**src/rtl/gw2a_rpll_ctrl_if.sv**
```systemverilog
// Divider-set request channel into the GW2A rPLL lock supervisor.
// A request is taken on the rising edge where cfg_valid_i and cfg_ready_o are both high.
interface gw2a_rpll_ctrl_if;
  logic       cfg_valid_i;
  logic       cfg_ready_o;
  logic [5:0] cfg_idiv_i;
  logic [5:0] cfg_fbdiv_i;
  logic [5:0] cfg_odiv_i;

  modport master (
    output cfg_valid_i,
    output cfg_idiv_i,
    output cfg_fbdiv_i,
    output cfg_odiv_i,
    input  cfg_ready_o
  );

  modport slave (
    input  cfg_valid_i,
    input  cfg_idiv_i,
    input  cfg_fbdiv_i,
    input  cfg_odiv_i,
    output cfg_ready_o
  );
endinterface

```
**src/rtl/gw2a_rpll_ctrl.sv**
```systemverilog
// GW2A rPLL lock supervisor: sequences PLL reset, qualifies LOCK with debounce and timeout,
// retries failed attempts, re-locks on lock loss and applies new divider codes at run time.
module gw2a_rpll_ctrl #(
  parameter int IDIV_DEF     = 8,
  parameter int FBDIV_DEF    = 39,
  parameter int ODIV_DEF     = 8,
  parameter int RST_CYCLES   = 16,
  parameter int LOCK_STABLE  = 256,
  parameter int LOCK_TIMEOUT = 65536,
  parameter int MAX_RETRY    = 3,
  parameter int CNTW         = 8
) (
  input  logic                clock,
  input  logic                resetn,
  gw2a_rpll_ctrl_if.slave     cfg,
  input  logic                pll_lock_i,
  output logic                pll_reset_o,
  output logic [5:0]          pll_idsel_o,
  output logic [5:0]          pll_fbdsel_o,
  output logic [5:0]          pll_odsel_o,
  output logic                locked_o,
  output logic                fail_o,
  output logic [CNTW-1:0]     relock_count_o
);

  localparam int HW = $clog2(RST_CYCLES);
  localparam int SW = $clog2(LOCK_STABLE + 1);
  localparam int TW = $clog2(LOCK_TIMEOUT + 1);
  localparam int RW = $clog2(MAX_RETRY + 1);

  localparam logic [HW-1:0] HOLD_LAST   = HW'(RST_CYCLES - 1);
  localparam logic [SW-1:0] STABLE_LAST = SW'(LOCK_STABLE - 1);
  localparam logic [TW-1:0] TMO_LAST    = TW'(LOCK_TIMEOUT - 1);
  localparam logic [RW-1:0] RETRY_MAX   = RW'(MAX_RETRY);

  typedef enum logic [1:0] {
    ST_HOLD   = 2'd0,
    ST_WAIT   = 2'd1,
    ST_LOCKED = 2'd2,
    ST_FAIL   = 2'd3
  } state_t;

  state_t          state_reg, state_next;
  logic [HW-1:0]   hold_reg, hold_next;
  logic [SW-1:0]   stable_reg, stable_next;
  logic [TW-1:0]   tmo_reg, tmo_next;
  logic [RW-1:0]   retry_reg, retry_next;
  logic [RW-1:0]   retry_inc;
  logic            pll_reset_reg, pll_reset_next;
  logic            locked_reg, locked_next;
  logic            fail_reg, fail_next;
  logic            ready_reg, ready_next;
  logic [CNTW-1:0] relock_reg, relock_next;
  logic [5:0]      idiv_reg, idiv_next;
  logic [5:0]      fbdiv_reg, fbdiv_next;
  logic [5:0]      odiv_reg, odiv_next;
  logic            lk_meta_reg;
  logic            lk_s;
  logic            accept;

  // LOCK arrives asynchronously; only the second flop feeds the control logic.
  always_ff @(posedge clock) begin
    if (!resetn) begin
      lk_meta_reg <= 1'b0;
      lk_s        <= 1'b0;
    end else begin
      lk_meta_reg <= pll_lock_i;
      lk_s        <= lk_meta_reg;
    end
  end

  always_ff @(posedge clock) begin
    if (!resetn) begin
      state_reg     <= ST_HOLD;
      hold_reg      <= '0;
      stable_reg    <= '0;
      tmo_reg       <= '0;
      retry_reg     <= '0;
      pll_reset_reg <= 1'b1;
      locked_reg    <= 1'b0;
      fail_reg      <= 1'b0;
      ready_reg     <= 1'b0;
      relock_reg    <= '0;
      idiv_reg      <= 6'(IDIV_DEF);
      fbdiv_reg     <= 6'(FBDIV_DEF);
      odiv_reg      <= 6'(ODIV_DEF);
    end else begin
      state_reg     <= state_next;
      hold_reg      <= hold_next;
      stable_reg    <= stable_next;
      tmo_reg       <= tmo_next;
      retry_reg     <= retry_next;
      pll_reset_reg <= pll_reset_next;
      locked_reg    <= locked_next;
      fail_reg      <= fail_next;
      ready_reg     <= ready_next;
      relock_reg    <= relock_next;
      idiv_reg      <= idiv_next;
      fbdiv_reg     <= fbdiv_next;
      odiv_reg      <= odiv_next;
    end
  end

  // ready_reg is high exactly in LOCKED and FAIL, so it also gates where accepts can happen.
  assign accept    = cfg.cfg_valid_i && ready_reg;
  assign retry_inc = retry_reg + 1'b1;

  always_comb begin
    state_next     = state_reg;
    hold_next      = hold_reg;
    stable_next    = stable_reg;
    tmo_next       = tmo_reg;
    retry_next     = retry_reg;
    pll_reset_next = pll_reset_reg;
    locked_next    = locked_reg;
    fail_next      = fail_reg;
    ready_next     = ready_reg;
    relock_next    = relock_reg;
    idiv_next      = idiv_reg;
    fbdiv_next     = fbdiv_reg;
    odiv_next      = odiv_reg;

    case (state_reg)
      ST_HOLD: begin
        if (hold_reg == HOLD_LAST) begin
          state_next     = ST_WAIT;
          pll_reset_next = 1'b0;
          stable_next    = '0;
          tmo_next       = '0;
        end else begin
          hold_next = hold_reg + 1'b1;
        end
      end

      ST_WAIT: begin
        tmo_next    = tmo_reg + 1'b1;
        stable_next = lk_s ? stable_reg + 1'b1 : '0;
        // A lock completing on the timeout cycle still counts as a lock.
        if (lk_s && (stable_reg == STABLE_LAST)) begin
          state_next  = ST_LOCKED;
          locked_next = 1'b1;
          ready_next  = 1'b1;
        end else if (tmo_reg == TMO_LAST) begin
          retry_next     = retry_inc;
          pll_reset_next = 1'b1;
          hold_next      = '0;
          if (retry_inc < RETRY_MAX) begin
            state_next = ST_HOLD;
          end else begin
            state_next = ST_FAIL;
            fail_next  = 1'b1;
            ready_next = 1'b1;
          end
        end
      end

      ST_LOCKED, ST_FAIL: begin
        if (accept || (state_reg == ST_LOCKED && !lk_s)) begin
          state_next     = ST_HOLD;
          hold_next      = '0;
          retry_next     = '0;
          pll_reset_next = 1'b1;
          locked_next    = 1'b0;
          ready_next     = 1'b0;
          fail_next      = 1'b0;
          if (accept) begin
            idiv_next  = cfg.cfg_idiv_i;
            fbdiv_next = cfg.cfg_fbdiv_i;
            odiv_next  = cfg.cfg_odiv_i;
          end else if (relock_reg != {CNTW{1'b1}}) begin
            relock_next = relock_reg + 1'b1;
          end
        end
      end

      default: begin
        state_next = ST_HOLD;
      end
    endcase
  end

  assign cfg.cfg_ready_o  = ready_reg;
  assign pll_reset_o      = pll_reset_reg;
  assign pll_idsel_o      = idiv_reg;
  assign pll_fbdsel_o     = fbdiv_reg;
  assign pll_odsel_o      = odiv_reg;
  assign locked_o         = locked_reg;
  assign fail_o           = fail_reg;
  assign relock_count_o   = relock_reg;

endmodule

```
**src/flat_wrapper.sv**
```systemverilog
// flat-port wrapper written by rule: the top's interface ports become plain ports
module gw2a_rpll_ctrl_flat 
#(
  parameter int IDIV_DEF     = 8,
  parameter int FBDIV_DEF    = 39,
  parameter int ODIV_DEF     = 8,
  parameter int RST_CYCLES   = 16,
  parameter int LOCK_STABLE  = 256,
  parameter int LOCK_TIMEOUT = 65536,
  parameter int MAX_RETRY    = 3,
  parameter int CNTW         = 8
)
  (clock, resetn, pll_lock_i, pll_reset_o, pll_idsel_o, pll_fbdsel_o, pll_odsel_o, locked_o, fail_o, relock_count_o, cfg_cfg_valid_i, cfg_cfg_idiv_i, cfg_cfg_fbdiv_i, cfg_cfg_odiv_i, cfg_cfg_ready_o);
  gw2a_rpll_ctrl_if cfg_i ();
  input  logic clock;
  input  logic resetn;
  input  logic pll_lock_i;
  output logic pll_reset_o;
  output logic [5:0] pll_idsel_o;
  output logic [5:0] pll_fbdsel_o;
  output logic [5:0] pll_odsel_o;
  output logic locked_o;
  output logic fail_o;
  output logic [CNTW-1:0] relock_count_o;
  input wire logic [$bits(cfg_i.cfg_valid_i)-1:0] cfg_cfg_valid_i;
  input wire logic [$bits(cfg_i.cfg_idiv_i)-1:0] cfg_cfg_idiv_i;
  input wire logic [$bits(cfg_i.cfg_fbdiv_i)-1:0] cfg_cfg_fbdiv_i;
  input wire logic [$bits(cfg_i.cfg_odiv_i)-1:0] cfg_cfg_odiv_i;
  output wire logic [$bits(cfg_i.cfg_ready_o)-1:0] cfg_cfg_ready_o;
  assign cfg_i.cfg_valid_i = cfg_cfg_valid_i;
  assign cfg_i.cfg_idiv_i = cfg_cfg_idiv_i;
  assign cfg_i.cfg_fbdiv_i = cfg_cfg_fbdiv_i;
  assign cfg_i.cfg_odiv_i = cfg_cfg_odiv_i;
  assign cfg_cfg_ready_o = cfg_i.cfg_ready_o;
  gw2a_rpll_ctrl #(.IDIV_DEF(IDIV_DEF), .FBDIV_DEF(FBDIV_DEF), .ODIV_DEF(ODIV_DEF), .RST_CYCLES(RST_CYCLES), .LOCK_STABLE(LOCK_STABLE), .LOCK_TIMEOUT(LOCK_TIMEOUT), .MAX_RETRY(MAX_RETRY), .CNTW(CNTW)) u_core (.clock(clock), .resetn(resetn), .cfg(cfg_i), .pll_lock_i(pll_lock_i), .pll_reset_o(pll_reset_o), .pll_idsel_o(pll_idsel_o), .pll_fbdsel_o(pll_fbdsel_o), .pll_odsel_o(pll_odsel_o), .locked_o(locked_o), .fail_o(fail_o), .relock_count_o(relock_count_o));
endmodule
```
**config.mk**
```make
export PLATFORM = sky130hd
export DESIGN_NAME = gw2a_rpll_ctrl_flat
export DESIGN_NICKNAME = d
export VERILOG_FILES = /design/src/rtl/gw2a_rpll_ctrl_if.sv /design/src/rtl/gw2a_rpll_ctrl.sv /design/src/flat_wrapper.sv
export SDC_FILE = /design/constraint.sdc
export NUM_CORES = 1
export LEC_CHECK = 0
export BUFFER_PORTS_ARGS = -buffer_cell sky130_fd_sc_hd__buf_2
export CORE_MARGIN = 1
export CORE_UTILIZATION = 45
export CTS_CLUSTER_SIZE = 40
export DETAILED_ROUTE_END_ITERATION = 7
export PLACE_DENSITY = 0.68
export SETUP_SLACK_MARGIN = 0.5
export SYNTH_ARGS = -nofsm -noshare
export SYNTH_HDL_FRONTEND = slang
export SYNTH_SLANG_ARGS = --single-unit
```
**constraint.sdc**
```tcl
create_clock -name clock -period 3.9 [get_ports clock]
set_clock_uncertainty 0.15 [all_clocks]
set_input_delay 0.975 -clock clock [delete_from_list [all_inputs] [get_ports clock]]
set_output_delay 0.975 -clock clock [all_outputs]
set_load 0.03 [all_outputs]
```
==> impl_metrics.tcl <==
set metrics [dict create \
    worst_pin_slew_ns 1.005 \
    finalCritPeriodShare_pct 72.42 \
    synth_area_leaders "dfxtp_1 (45%), nand2_1 (7.3%), a21oi_1 (5.8%)" \
    syn_area_per_cell_um2 8.213 \
    first_global_vias 2421 \
    synth_area_leader_cell "dfxtp_1" \
    antenna_found_initial 0 \
    dr.pass1.iters 4 \
    clk_pin_slew_ns 0.07 \
    p_leak_nw 1.320 \
    multi_input_area_um2 1528 \
    initial_core_util_pct 46.57 \
    final_core_utilization_pct 54.10 \
    reg2regPathDepth 8 \
    nFillCells 637 \
    cts_tree "done" \
    largest_reg_flops 17 \
    powerDensity_nw_per_um2 370.6 \
    fin_setup_tns_ns 0 \
    drt_iter0_markers 158 \
    cts_buffers 9 \
    io_buffers 51 \
    synth-main-ff-cell "dfxtp_1" \
    post-route-min-period_ns 2.824 \
    track_usage_pct 19.60 \
    synth_fp_nets 387 \
    relSlewSlack_pct 32.92 \
    cts_root_buffer "clkbuf_8" \
    routed_wl_um 6497 \
    startpoint_type "register" \
    required_ns 4.00 \
    cts.sinks 66 \
    die_w_um 82.84 \
    clk_path_buf_depth 2 \
    area_growth_pct 16.17 \
    rrSetupSlack_ns 1.08 \
    ys_seq_area_share_pct 44.94 \
    clk_latency_ns 0.34 \
    die_h_um 82.84 \
    ios 52 \
    gp_congestion 0.8301 \
    synth-seq-cells 66 \
    via_per_inst 5.504 \
    crit_type "register to register" \
    wire_per_inst_um 13.37 \
    rsz0062_at_grt "no" \
    insertedDiodeCount 0 \
    endpoint_kind "register" \
    dp.cells 471 \
    regToRegEndpoint "u_core.hold_reg[3]" \
    synth-edff-count 0 \
    cp_max_fo 6 \
    cts_setup_buffers 0 \
    die-area_um2 6862 \
    critical_path.endpoint "u_core.hold_reg[3]" \
    async_flop_share_pct 0 \
    netlist.area_leader.share_pct 44.94 \
    syn-cell-area_um2 2940 \
    hold_viol_final 0 \
    ant_nets 0 \
    stdcell_area_um2 3416 \
    grt-ovfl-total 0 \
    grt_max_degree 33 \
    drcViolationCount 0 \
    vias 2675 \
    critPathArrivalTime_ns 2.93 \
    ir_drop_uv 196.6 \
    final_layout_size_suffix_gt1_share_pct 17.36 \
    ctsHoldBuffers 0 \
    htree_levels 3 \
    r2r_start "u_core.tmo_reg[7]" \
    instances_no_fill 486 \
    hold_class "register to register" \
    place_hpwl_um 4480 \
    nets 434 \
    status "finished clean" \
    cts.repair.resized 0 \
    syn_inst 358 \
    postPlaceCellArea_um2 3231 \
    fp.coreArea_um2 6314 \
    ys_types 52 \
    setup_violations 0 \
    row_count 29 \
    fmax_ghz 0.3541 \
    power.total_mw 1.266 \
    yosysWarnings 0 \
    grt_pass1_wl_um 10940 \
    critPathLaunch "u_core.tmo_reg[7]" \
    slew_violations 0 \
    drv_cap 0 \
    ff_latch_area_um2 1321 \
]
cells in the final DEF, fill, tap and decap left out, types with 5 or more instances in the layout:
| master | count |
|---|---|
| nand3_1 | 26 |
| a21oi_1 | 34 |
| buf_2 | 51 |
| ha_1 | 7 |
| o21ai_0 | 16 |
| or3_1 | 8 |
| xnor2_1 | 7 |
| clkbuf_8 | 10 |
| nor2_1 | 34 |
| nor3_1 | 6 |
| xor2_1 | 5 |
| inv_1 | 8 |
| nand2_1 | 57 |
| dfxtp_1 | 66 |
cells in the mapped netlist, types with 2 or more instances:
library cell  count
and3_1            4
or3_1             8
nor3_1            6
nor2b_1           3
nand3_1          26
xnor2_1           7
buf_1             2
o21ai_0          16
o211ai_1          3
a21o_1            3
a22oi_1           3
a31oi_1           4
o31ai_1           4
a211oi_1          2
nand2_1          57
o21bai_1          2
clkbuf_1          9
dfxtp_1          66
or4_1             4
nor2_1           34
a2bb2oi_1         3
nand3b_1          3
and2_1            3
a21oi_1          34
buf_2             3
xor2_1            5
inv_1             8
nor4_1            4
nand4_1           3
ha_1              7
per-layer routing:
layer / GRT usage [%] / wire length, µm / vias to the layer above / share of wire, %
li1: - / - / 1376 / -
met1: 24.39 / 3078 / 1243 / 47
met2: 31.15 / 3039 / 47 / 47
met3: 4.175 / 288 / 9 / 4.4
met4: 11.76 / 91 / 0 / 1.4
met5: 0 / 0 / - / 0
metrics by stage:
step	worst slack [ns]	hold slack, ns
finish	1.076	0.2869
global route	0.7896	0.3205
CTS	1.104	0.2915
detailed placement	1.130	0.2728
global placement	1.194	0.2653
floorplan	1.508	0.2619
power by group:
group	switching, mW	internal [mW]
Combinational	0.0181	0.0124
Clock	0.246	0.308
Sequential	0.00447	0.677
Total	0.269	0.997
layout make-up:
type,count,share of cell area [%]
repair buffers,51,7.473
flip-flops and latches,66,38.68
inverters,8,0.8791
well taps,77,2.821
clock inverters,3,1.172
multi-input cells,269,44.73
clock buffers,12,4.249
logic make-up after synthesis:
group | share of synthesized area [%]
and+or+nand+nor | 26.55
AOI/OAI and AO/OA | 18.51
DFF | 44.94
buffers and inverters | 3.106
xor gates and xnor gates | 3.574
adders and majority gates | 2.979
muxes | 0.3404
critical path, stage by stage (launching register included):
cell and delay (ns):
dfxtp_1 0.40, and4_1 0.29, nand3_1 0.14, nor3_1 0.21, ha_1 0.24, a21boi_0 0.41, a2bb2oi_1 0.48, a41oi_1 0.19
a211oi_1 0.23
worst min path at each step:
stage                                from                    end  slack [ns]  depth (start not counted)
floorplan              u_core.lk_meta_reg            u_core.lk_s        0.26                          1
global placement       u_core.lk_meta_reg            u_core.lk_s        0.27                          1
detailed placement     u_core.lk_meta_reg            u_core.lk_s        0.27                          1
CTS                    u_core.lk_meta_reg            u_core.lk_s        0.29                          1
global route        u_core.pll_idsel_o[1]  u_core.pll_idsel_o[1]        0.32                          2
finish                 u_core.lk_meta_reg            u_core.lk_s        0.29                          1
(Power assumes the default switching activity.)
